**config.mk**
```make
export PLATFORM = sky130hd
export DESIGN_NAME = controle_multiciclo
export DESIGN_NICKNAME = d
export VERILOG_FILES = /design/src/rtl/controle_multiciclo.sv
export SDC_FILE = /design/constraint.sdc
export NUM_CORES = 1
export LEC_CHECK = 0
export BUFFER_PORTS_ARGS = -buffer_cell sky130_fd_sc_hd__buf_4
export CAP_MARGIN = 20
export CORE_MARGIN = 5
export CORE_UTILIZATION = 47
export CTS_BUF_LIST = sky130_fd_sc_hd__clkbuf_16
export DETAILED_ROUTE_END_ITERATION = 8
export PLACE_DENSITY = 0.82
export SLEW_MARGIN = 25
export SYNTH_ARGS = -nofsm -noshare
export SYNTH_HDL_FRONTEND = slang
export SYNTH_SLANG_ARGS = --single-unit
```
**constraint.sdc**
```tcl
create_clock -name clk -period 2.56 [get_ports clk]
set_input_delay 0.128 -clock clk [delete_from_list [all_inputs] [get_ports clk]]
set_output_delay 0.128 -clock clk [all_outputs]
set_load 0.02 [all_outputs]
```
**src/rtl/controle_multiciclo.sv**
```systemverilog
// Main control FSM of the multicycle RV32 subset core (lw, sw, addi, sub, xor, srl, beq).
// Sequences PC, IR, register file and the shared memory, drives the ALU control decoder,
// tolerates memory wait states up to a limit, traps on illegal instructions and counts
// retired instructions.
//
// Ports:
//   clk, rst_n         clock, synchronous active-low reset
//   instr              current IR contents
//   mem_ready          memory completes the current access this cycle
//   alu_zero           ALU zero flag, used by beq
//   alu_op, f3f7       to the ALU control decoder
//   alu_src_a/b        ALU operand selects
//   pc_write, pc_write_cond, pc_source   PC update controls
//   iord, mem_read, mem_write            shared memory controls
//   ir_write, mem_to_reg, reg_write      IR and register file controls
//   retired, instr_count                 retire pulse and wrapping retire counter
//   trap               sticky error flag (held until reset)
module controle_multiciclo #(
    parameter int unsigned WAIT_LIMIT = 15,
    parameter int unsigned CNT_W      = 16
) (
    input  logic             clk,
    input  logic             rst_n,
    input  logic [31:0]      instr,
    input  logic             mem_ready,
    input  logic             alu_zero,
    output logic [1:0]       alu_op,
    output logic [3:0]       f3f7,
    output logic             alu_src_a,
    output logic [1:0]       alu_src_b,
    output logic             pc_write,
    output logic             pc_write_cond,
    output logic             pc_source,
    output logic             iord,
    output logic             mem_read,
    output logic             mem_write,
    output logic             ir_write,
    output logic             mem_to_reg,
    output logic             reg_write,
    output logic             retired,
    output logic [CNT_W-1:0] instr_count,
    output logic             trap
);

    localparam int unsigned WaitW = $clog2(WAIT_LIMIT + 1);

    localparam logic [6:0] OpLoad   = 7'b0000011;
    localparam logic [6:0] OpStore  = 7'b0100011;
    localparam logic [6:0] OpRType  = 7'b0110011;
    localparam logic [6:0] OpIType  = 7'b0010011;
    localparam logic [6:0] OpBranch = 7'b1100011;

    typedef enum logic [3:0] {
        StFetch, StDecode, StMemAddr, StMemRd, StMemWb, StMemWr,
        StExecR, StExecI, StAluWb, StBranch, StTrap
    } state_e;

    state_e             state_q, state_d;
    logic [WaitW-1:0]   wait_cnt_q;
    logic [CNT_W-1:0]   instr_count_q;

    logic [6:0] opcode;
    logic [2:0] funct3;
    logic       stall;
    logic       wait_hit;
    logic       unused_instr;

    assign opcode       = instr[6:0];
    assign funct3       = instr[14:12];
    assign f3f7         = {instr[30], instr[14:12]};
    assign unused_instr = ^{instr[31], instr[29:15], instr[11:7]};

    // Stall = a memory-facing state waiting on mem_ready; the limit cycle traps unless ready.
    assign stall    = (state_q == StFetch || state_q == StMemRd || state_q == StMemWr)
                      && !mem_ready;
    assign wait_hit = stall && (wait_cnt_q == WaitW'(WAIT_LIMIT - 1));

    always_comb begin
        state_d = state_q;
        unique case (state_q)
            StFetch: begin
                if (mem_ready)     state_d = StDecode;
                else if (wait_hit) state_d = StTrap;
            end
            StDecode: begin
                if (opcode == OpLoad || opcode == OpStore) begin
                    state_d = StMemAddr;
                end else if (opcode == OpRType &&
                             (funct3 == 3'b000 || funct3 == 3'b100 || funct3 == 3'b101)) begin
                    state_d = StExecR;
                end else if (opcode == OpIType && funct3 == 3'b000) begin
                    state_d = StExecI;
                end else if (opcode == OpBranch && funct3 == 3'b000) begin
                    state_d = StBranch;
                end else begin
                    state_d = StTrap;
                end
            end
            StMemAddr: state_d = (opcode == OpLoad) ? StMemRd : StMemWr;
            StMemRd: begin
                if (mem_ready)     state_d = StMemWb;
                else if (wait_hit) state_d = StTrap;
            end
            StMemWb:   state_d = StFetch;
            StMemWr: begin
                if (mem_ready)     state_d = StFetch;
                else if (wait_hit) state_d = StTrap;
            end
            StExecR:   state_d = StAluWb;
            StExecI:   state_d = StAluWb;
            StAluWb:   state_d = StFetch;
            StBranch:  state_d = StFetch;
            StTrap:    state_d = StTrap;
            default:   state_d = StTrap;
        endcase
    end

    always_comb begin
        alu_op        = 2'b00;
        alu_src_a     = 1'b0;
        alu_src_b     = 2'b00;
        pc_write      = 1'b0;
        pc_write_cond = 1'b0;
        pc_source     = 1'b0;
        iord          = 1'b0;
        mem_read      = 1'b0;
        mem_write     = 1'b0;
        ir_write      = 1'b0;
        mem_to_reg    = 1'b0;
        reg_write     = 1'b0;
        retired       = 1'b0;
        trap          = 1'b0;
        unique case (state_q)
            StFetch: begin
                mem_read  = 1'b1;
                alu_src_b = 2'b01;
                ir_write  = mem_ready;
                pc_write  = mem_ready;
            end
            // Branch target computed early into ALUOut.
            StDecode:  alu_src_b = 2'b10;
            StMemAddr: begin
                alu_src_a = 1'b1;
                alu_src_b = 2'b10;
            end
            StMemRd: begin
                mem_read = 1'b1;
                iord     = 1'b1;
            end
            StMemWb: begin
                reg_write  = 1'b1;
                mem_to_reg = 1'b1;
                retired    = 1'b1;
            end
            StMemWr: begin
                mem_write = 1'b1;
                iord      = 1'b1;
                retired   = mem_ready;
            end
            StExecR: begin
                alu_src_a = 1'b1;
                alu_op    = 2'b10;
            end
            StExecI: begin
                alu_src_a = 1'b1;
                alu_src_b = 2'b10;
            end
            StAluWb: begin
                reg_write = 1'b1;
                retired   = 1'b1;
            end
            StBranch: begin
                alu_src_a     = 1'b1;
                alu_op        = 2'b01;
                pc_source     = 1'b1;
                pc_write_cond = alu_zero;
                retired       = 1'b1;
            end
            StTrap:  trap = 1'b1;
            default: trap = 1'b1;
        endcase
    end

    assign instr_count = instr_count_q;

    always_ff @(posedge clk) begin
        if (!rst_n) begin
            state_q       <= StFetch;
            wait_cnt_q    <= '0;
            instr_count_q <= '0;
        end else begin
            state_q <= state_d;
            if (state_d != state_q) begin
                wait_cnt_q <= '0;
            end else if (stall) begin
                wait_cnt_q <= wait_cnt_q + WaitW'(1);
            end
            if (retired) begin
                instr_count_q <= instr_count_q + CNT_W'(1);
            end
        end
    end

endmodule

```
# --- Word-level counts from Yosys, hierarchy flattened ---
# Cells that the tools add are included.
classes:
  n_eq_ne: 18
  n_mux: 23
  bitwise_logic: 1
  addsub: 2
  n_reduce_logical: 22
ops:
  columns: ["op", "n"]
  rows:
  - ["4-bit 2-to-1 mux", 7]
  - ["4-bit case mux with 7 select lines", 1]
  - ["16-bit by 1-bit adder with 16-bit output, second input constant", 1]
  - ["4-bit by 3-bit equality test with 1-bit output, second input constant", 4]
  - ["7-bit by 6-bit equality test with 1-bit output, second input constant", 2]
  - ["4-bit equality test, second input constant", 3]
  - ["1-bit 2-to-1 mux", 10]
  - ["10-bit OR reduction", 1]
  - ["2-bit OR reduction", 5]
  - ["4-bit by 2-bit equality test with 1-bit output, second input constant", 2]
  - ["2-bit case mux with 2 select lines", 2]
  - ["7-bit by 2-bit equality test with 1-bit output, second input constant", 1]
  - ["7-bit by 5-bit equality test with 1-bit output, second input constant", 1]
  - ["7-bit equality test, second input constant", 1]
  - ["3-bit equality test, second input constant", 2]
  - ["3-bit OR reduction", 2]
  - ["1-bit logical AND", 5]
  - ["1-bit logical OR", 5]
  - ["4-bit by 1-bit adder with 4-bit output, second input constant", 1]
  - ["4-bit by 1-bit equality test with 1-bit output, second input constant", 1]
  - ["4-bit logical NOT", 1]
  - ["4-bit inequality test", 1]
  - ["4-bit OR reduction", 1]
  - ["3-bit logical NOT", 1]
  - ["5 further kinds", 5]
totals:
  output_inout_bits: 36
  register_bits: 24
  wordCells: 69

# --- Logic depth before layout (Yosys ltp) ---
# Gate-level depths: netlist (run 1).
depth:
  word_depth: 10
  ltp_mapped: 7
  ltp_nobuf: 7

# --- Worst setup path after synthesis (run 1) ---
# Ideal clock, no wire load.
synth_path:
  path_type: "register to output"
  from: "register state_q[1]"
  to: "output port pc_write"
  arrival_ps: 2087
  setup_slack_ps: 345
  path_stages_with_launch: 7
  path_buffers: 4
  cell_sequence: "dfxtp_1 > clkbuf_1 > clkbuf_1 > clkbuf_1 > nor4_1 > and2_1 > buf_4"
synth_between:
  elab_chain_cells: 2
synth_rtl:
  columns: ["item", "line_no", "source"]
  rows:
  - ["from (decl)", "58", "state_e state_q, state_d;"]
  - ["from (signal assigned)", "188", "state_q <= StFetch;"]
  - ["from (signal assigned)", "192", "state_q <= state_d;"]
  - ["4-bit logical NOT", null, null]
  - ["1-bit 2-to-1 mux", null, null]
  - ["to (decl)", "31", "output logic pc_write,"]
# Every way passes these cells.

# --- Worst setup path after layout (run 1) ---
layout_path:
  from: "register state_q[2]"
  to: "register instr_count_q[15], in the netlist instr_count[15]"
layout_between:
  elab_chain_cells: 3
  elab_cells_between_ends: 6
  classes_between: "eq/ne: 4; mux: 1; reduce/logical: 1"
layout_rtl:
  columns: ["item", "line_no", "source"]
  rows:
  - ["4-bit equality test or 4-bit by 3-bit equality test with 1-bit output (tied branches)", "133", "unique case (state_q)"]
  - ["3-bit OR reduction (no line)", null, null]
  - ["1-bit case mux with 2 select lines *", "133", null]
  - ["to (signal assigned)", "199", "instr_count_q <= instr_count_q + CNT_W'(1);"]
  - ["to (decl)", "60", "logic [CNT_W-1:0] instr_count_q;"]
# Every way passes the cells marked *; elsewhere a longest branch is shown, timed or not.
# A chain may end at the register's enable or synchronous reset.

==> run_results.csv, run 1 <==
group,metric,value,unit
cells_and_area,finalNonFillerCells,289,
cells_and_area,area_growth,28.6,%
cells_and_area,final_cell_mix,"buf_4, dfxtp_1, nor2_1",
setup_path,path_max_fanout,10,
status,status,"finished clean",
setup_path,end_kind,"flip-flop",
clocking,ctsHoldBuffers,0,
setup_path,worstPathArrival,2.42,ns
timing,fmax,446,MHz
synthesis,synth_top_flop_cell,"dfxtp_1",
clocking,cts_setup_buffers,0,
placed_design,gp_congestion,0.886,
power_and_ir_drop,clkPwrFrac,28.7,%
route,drt-total-wl,3.75,mm
setup_path,worstPathRequired,2.73,ns
placed_design,port_buffers,48,
floorplanning,die_h,68.1,um
cells_and_area,final_common_cell,"buf_4",
cells_and_area,seqCellArea,480,um2
route,ant_nets,0,
synthesis,syn_area_per_cell,7.91,um2
timing,worst_pin_slew,0.517,ns
floorplanning,io_pins,72,
route,first_pass_iters,4,
power_and_ir_drop,vdd_ir_drop_max,0.354,mV
setup_path,start_kind,"flip-flop",
timing,finClkSkew,0.00231,ns
global_routing,antenna_found_initial,0,
route,viasPerCell,5.57,
power_and_ir_drop,power.leakage,0.780,nW
global_routing,grt_max_degree,28,
timing,rsz0062_at_grt,"no",
cells_and_area,final_nets,283,
clocking,clk_latency,0.25,ns
clocking,cts_max_level,1,
power_and_ir_drop,p_int,0.784,mW
cells_and_area,antenna_cells,0,
global_routing,grt_pass1_wl,6.41,mm
synthesis,async_flop_share,0,%
route,drt_first_iter_violations,161,
power_and_ir_drop,power.switching_fraction,33.3,%
floorplanning,initial_core_util,48.0,%
route,drc,0,
route,wl_per_cell,13.0,um
global_routing,grt_pass1_vias,1462,
global_routing,grt.total_usage,17.6,%
run,maxCapViolCount,0,
power_and_ir_drop,p_seq_share,35.3,%
floorplanning,core,0.00331,mm2
synthesis,yosysSeqAreaShare,30.2,%
timing,slew_viol_final,0,
synthesis,ys_types,50,
cells_and_area,layout-drive-gt1-share,26.7,%
clocking,cts_made_buffers,3,
clocking,ctsResizeCount,0,
hold_path,hold_path.class,"input pin to flip-flop",
clocking,path_clk_slew,0.06,ns
placed_design,dp_cells,285,
clocking,cts.sinks,24,
power_and_ir_drop,p_per_area,576,mW/mm2
setup_path,critPathKind,"flip-flop to flip-flop",
cells_and_area,nFillCells,307,
power_and_ir_drop,power.switching,0.392,mW
floorplanning,die_x,68.1,um
floorplanning,dieArea,0.00464,mm2
timing,finalCritPeriodShare,87.6,%
synthesis,synth_area,0.00159,mm2
clocking,cts_tree,"yes",
cells_and_area,multiInputGateArea,983,um2
clocking,clockBufferDepth,2,
route,dr_total_vias,1611,
synthesis,synth_warnings,0,
synthesis,syn_inst,201,
timing,hold_viol_final,0,
clocking,cts-root-buf,"clkbuf_16",
global_routing,gr-total-overflow,0,
synthesis,syn-num-nets,240,
placed_design,dp_hpwl,2.84,mm
timing,finalSetupViolations,0,
timing,fin_crit,2.24,ns
power_and_ir_drop,power_frac_comb,36.0,%
timing,max_slew_margin,65.3,%
floorplanning,rows,21,
synthesis,synth_edf_count,0,
synthesis,ys_ff_latch,24,
timing,tns,0,ns
worst max-delay path: stages (launching register included):
cell and delay [ns]:
dfxtp_1 0.53, and2b_1 0.25, a21boi_4 0.10, or4_1 0.64, or4_1 0.51, a21oi_1 0.14
cell usage after synthesis (all sizes together), types with 5 or more instances:
| cell | instances | share of area [%] |
|---|---|---|
| nand2 | 7 | 1.7 |
| nor2 | 21 | 5.0 |
| inv | 7 | 1.7 |
| dfxtp | 24 | 30 |
| o21ai | 9 | 2.8 |
| o31ai | 6 | 2.8 |
| nand2b | 5 | 2.4 |
| or4 | 6 | 2.8 |
| or3 | 7 | 2.8 |
| nor3 | 10 | 3.1 |
| buf | 8 | 3.9 |
| nand3 | 8 | 2.5 |
| a21oi | 12 | 3.8 |
| clkbuf | 9 | 2.1 |
| xnor2 | 9 | 5.0 |
per-stage QoR:
step / hold WS, ns / cell area (um2) / util [%] / total power [mW] / worst slack (ns)
2_1_floorplan: 0.276 / 1590 / - / 0.711 / 0.345
3_3_place_gp: 0.256 / 1960 / 59.3 / 0.840 / 0.381
3_5_place_dp: 0.256 / 1960 / 59.3 / 0.847 / 0.377
4_1_cts: 0.178 / 2040 / 61.7 / 1.18 / 0.341
5_1_grt: 0.202 / 2040 / 61.7 / 1.25 / 0.159
6_report: 0.178 / 2040 / 61.7 / 1.18 / 0.316
cells by family after synthesis:
kind of cell             Yosys count  share of synthesized area [%]
AND/OR/NAND/NOR                   90                           32.5
AO/OA/AOI/OAI                     48                           20.9
adder cells (fa/ha/maj)            3                           2.36
multiplexers                       1                          0.630
buffers and inverters             25                           7.87
flip-flops                        24                           30.2
XOR/XNOR                          10                           5.51
path summary, 6_finish.rpt:
kind | start | end | slack, ns | depth (start not counted)
setup / recovery | state_q[2] | instr_count[15] | 0.32 | 5
hold / removal | rst_n | instr_count[14] | 0.18 | 3
setup reg to reg | state_q[2] | instr_count[15] | 0.32 | 5
hold reg to reg | instr_count[15] | instr_count[15] | 0.48 | 2
power groups by stage:
stage	registers, mW	clock network (mW)	logic [mW]
floorplan	0.416	0	0.295
global placement	0.423	0	0.417
detailed placement	0.423	0	0.424
CTS	0.415	0.343	0.426
global route	0.419	0.363	0.465
finish	0.416	0.337	0.424
routing by layer:
layer	GRT usage (%)	vias up	share of wire [%]
met3	2.63	4	5.9
met5	0	-	0
met2	28.8	39	47
met1	23.7	744	46
met4	5.71	0	0.83
li1	-	824	-
state kept, by name, indices dropped and copies added (netlist names):
name	flops
state_q	4
instr_count	16
wait_cnt_q	4
layout make-up:
class | count | share of cell area, %
multi-input cells | 152 | 48.1
flip-flops and latches | 24 | 23.5
repair buffers | 55 | 20.2
clock buffers | 3 | 3.67
well taps | 46 | 2.82
inverters | 8 | 1.47
clock inverters | 1 | 0.184
(Power assumes the default switching activity.)
==> run 2, diff against run 1 <==
PLACE_DENSITY = 0.87   (was 0.82)
SLEW_MARGIN = not set   (was 25)
clock period = 2.48 ns   (was 2.56 ns; I/O delays follow)
==> run_results.csv, run 2 (same netlist as run 1, synthesis figures left out) <==
group,metric,value,unit
global_routing,grt.total_usage,17.1,%
hold_path,min_path_cells,3,
clocking,cts_setup_buffers,0,
status,status,"finished clean",
floorplanning,die_h,68.1,um
route,dr_total_vias,1610,
clocking,clk_latency,0.25,ns
route,drc,0,
placed_design,dp_cells,284,
setup_path,worstPathArrival,2.35,ns
floorplanning,io_pins,72,
route,ant_nets,0,
setup_path,reg2reg_from,"state_q[2]",
clocking,ctsHoldBuffers,0,
setup_path,end_kind,"flip-flop",
setup_path,worstPathRequired,2.61,ns
setup_path,path_cells,"buf_4, or3_1, o2bb2a_1, o221a_2, o21ai_1, nor3_1",
hold_path,min_from,"rst_n",
timing,finClkSkew,0.00379,ns
clocking,clockBufferDepth,2,
global_routing,met2_usage,29.7,%
clocking,cts_max_level,1,
setup_path,r2r_slack,0.25,ns
timing,tns,0,ns
cells_and_area,antenna_cells,0,
route,drt-total-wl,3.72,mm
floorplanning,core,0.00331,mm2
setup_path,path_max_fanout,12,
setup_path,r2r_cells,6,
cells_and_area,final_nets,282,
setup_path,critPathKind,"flip-flop to flip-flop",
global_routing,use_met3,3.28,%
power_and_ir_drop,power.leakage,0.774,nW
cells_and_area,final_cell_mix,"buf_4, dfxtp_1, nor2_1",
cells_and_area,area_growth,28.1,%
timing,rsz0062_at_grt,"no",
global_routing,met1_usage,22.7,%
route,wl_per_cell,12.9,um
setup_path,critPathTopFamily,"compound AO/OA/AOI/OAI gates",
setup_path,cpPeakStageDelay,0.43,ns
placed_design,port_buffers,48,
global_routing,top_usage_layer,"met2",
floorplanning,dieArea,0.00464,mm2
setup_path,crit_buf_inv,1,
clocking,cts_made_buffers,3,
power_and_ir_drop,vdd_ir_drop_max,0.415,mV
route,first_pass_iters,4,
setup_path,slowest_stage,"o2bb2a_1",
hold_path,hold_path_end,"instr_count[14]",
route,viasPerCell,5.59,
clocking,ctsResizeCount,0,
global_routing,gr-total-overflow,0,
clocking,path_clk_slew,0.06,ns
route,drt_first_iter_violations,93,
global_routing,grt_pass1_wl,6.24,mm
timing,slew_viol_final,0,
cells_and_area,largest_register_ffs,16,
timing,fin_crit,2.23,ns
hold_path,hold_path.class,"input pin to flip-flop",
timing,hold_viol_final,0,
timing,max_slew_margin,67.2,%
cells_and_area,finalNonFillerCells,288,
placed_design,dp_hpwl,2.87,mm
timing,worst_pin_slew,0.489,ns
global_routing,grt_max_degree,22,
placed_design,gp_congestion,0.868,
clocking,cts_tree,"yes",
timing,worst_slack,0.252,ns
floorplanning,die_x,68.1,um
cells_and_area,final_common_cell,"buf_4",
global_routing,grt_pass1_vias,1410,
clocking,cts.sinks,24,
power_and_ir_drop,p_per_area,592,mW/mm2
setup_path,start_kind,"flip-flop",
placed_design,dp_worst_setup_slack,0.274,ns
setup_path,worstReg2RegEnd,"wait_cnt_q[1]",
timing,finalCritPeriodShare,89.8,%
cells_and_area,layout-drive-gt1-share,26.4,%
floorplanning,initial_core_util,48.0,%
clocking,cts-root-buf,"clkbuf_16",
timing,finalSetupViolations,0,
cells_and_area,final_util,61.5,%
global_routing,antenna_found_initial,0,
timing,fmax,449,MHz
floorplanning,rows,21,
run,maxCapViolCount,0,
cells_and_area,nFillCells,307,
==> run 2: cell types whose count changed in the layout (fill, tap and decap cells not counted), sizes merged <==
cell / change
buf: -1
==> run 2: power by group <==
part / internal, mW / total [mW] / switching, mW
clock network: 0.215 / 0.345 / 0.130
registers: 0.403 / 0.435 / 0.0314
logic: 0.188 / 0.424 / 0.236
==> run 2: worst reg2reg max path: cells and delay by family (launching register included) <==
family	cells	cell delay, ns
and+or+nand+nor	2	0.44
DFF	1	0.41
AOI/OAI and AO/OA	3	1.02
buffers and inverters	1	0.22
==> run 2: cell type report <==
class	count	area [um2]	share of cell area, %
clock buffer	3	75.1	3.69
clock inverter	1	3.75	0.184
inverter	8	30.0	1.48
multi-input combinational	152	983	48.3
sequential	24	480	23.6
tap	46	57.6	2.83
timing repair buffer	54	405	19.9
==> run 2: how the worst max path moves through the flow <==
stage                     from             to  slack (ns)  cells after the start
floorplan           state_q[1]       pc_write        0.27                      6
global placement    state_q[2]  wait_cnt_q[1]        0.29                      6
detailed placement  state_q[2]  wait_cnt_q[1]        0.27                      6
CTS                 state_q[2]  wait_cnt_q[1]        0.25                      6
global route        state_q[2]  wait_cnt_q[1]        0.08                      6
finish              state_q[2]  wait_cnt_q[1]        0.25                      6
==> run 2: layer usage <==
metal	wire, um	share of wire, %
met2	1830	49
met1	1640	44
met3	237	6.4
met4	12	0.32
met5	0	0
==> run 2: per-stage QoR <==
stage | instance area, um2 | power, mW | hold slack [ns]
6_report | 2040 | 1.20 | 0.154
5_1_grt | 2040 | 1.28 | 0.168
4_1_cts | 2040 | 1.21 | 0.155
3_5_place_dp | 1960 | 0.868 | 0.248
3_3_place_gp | 1960 | 0.862 | 0.248
2_1_floorplan | 1590 | 0.734 | 0.272
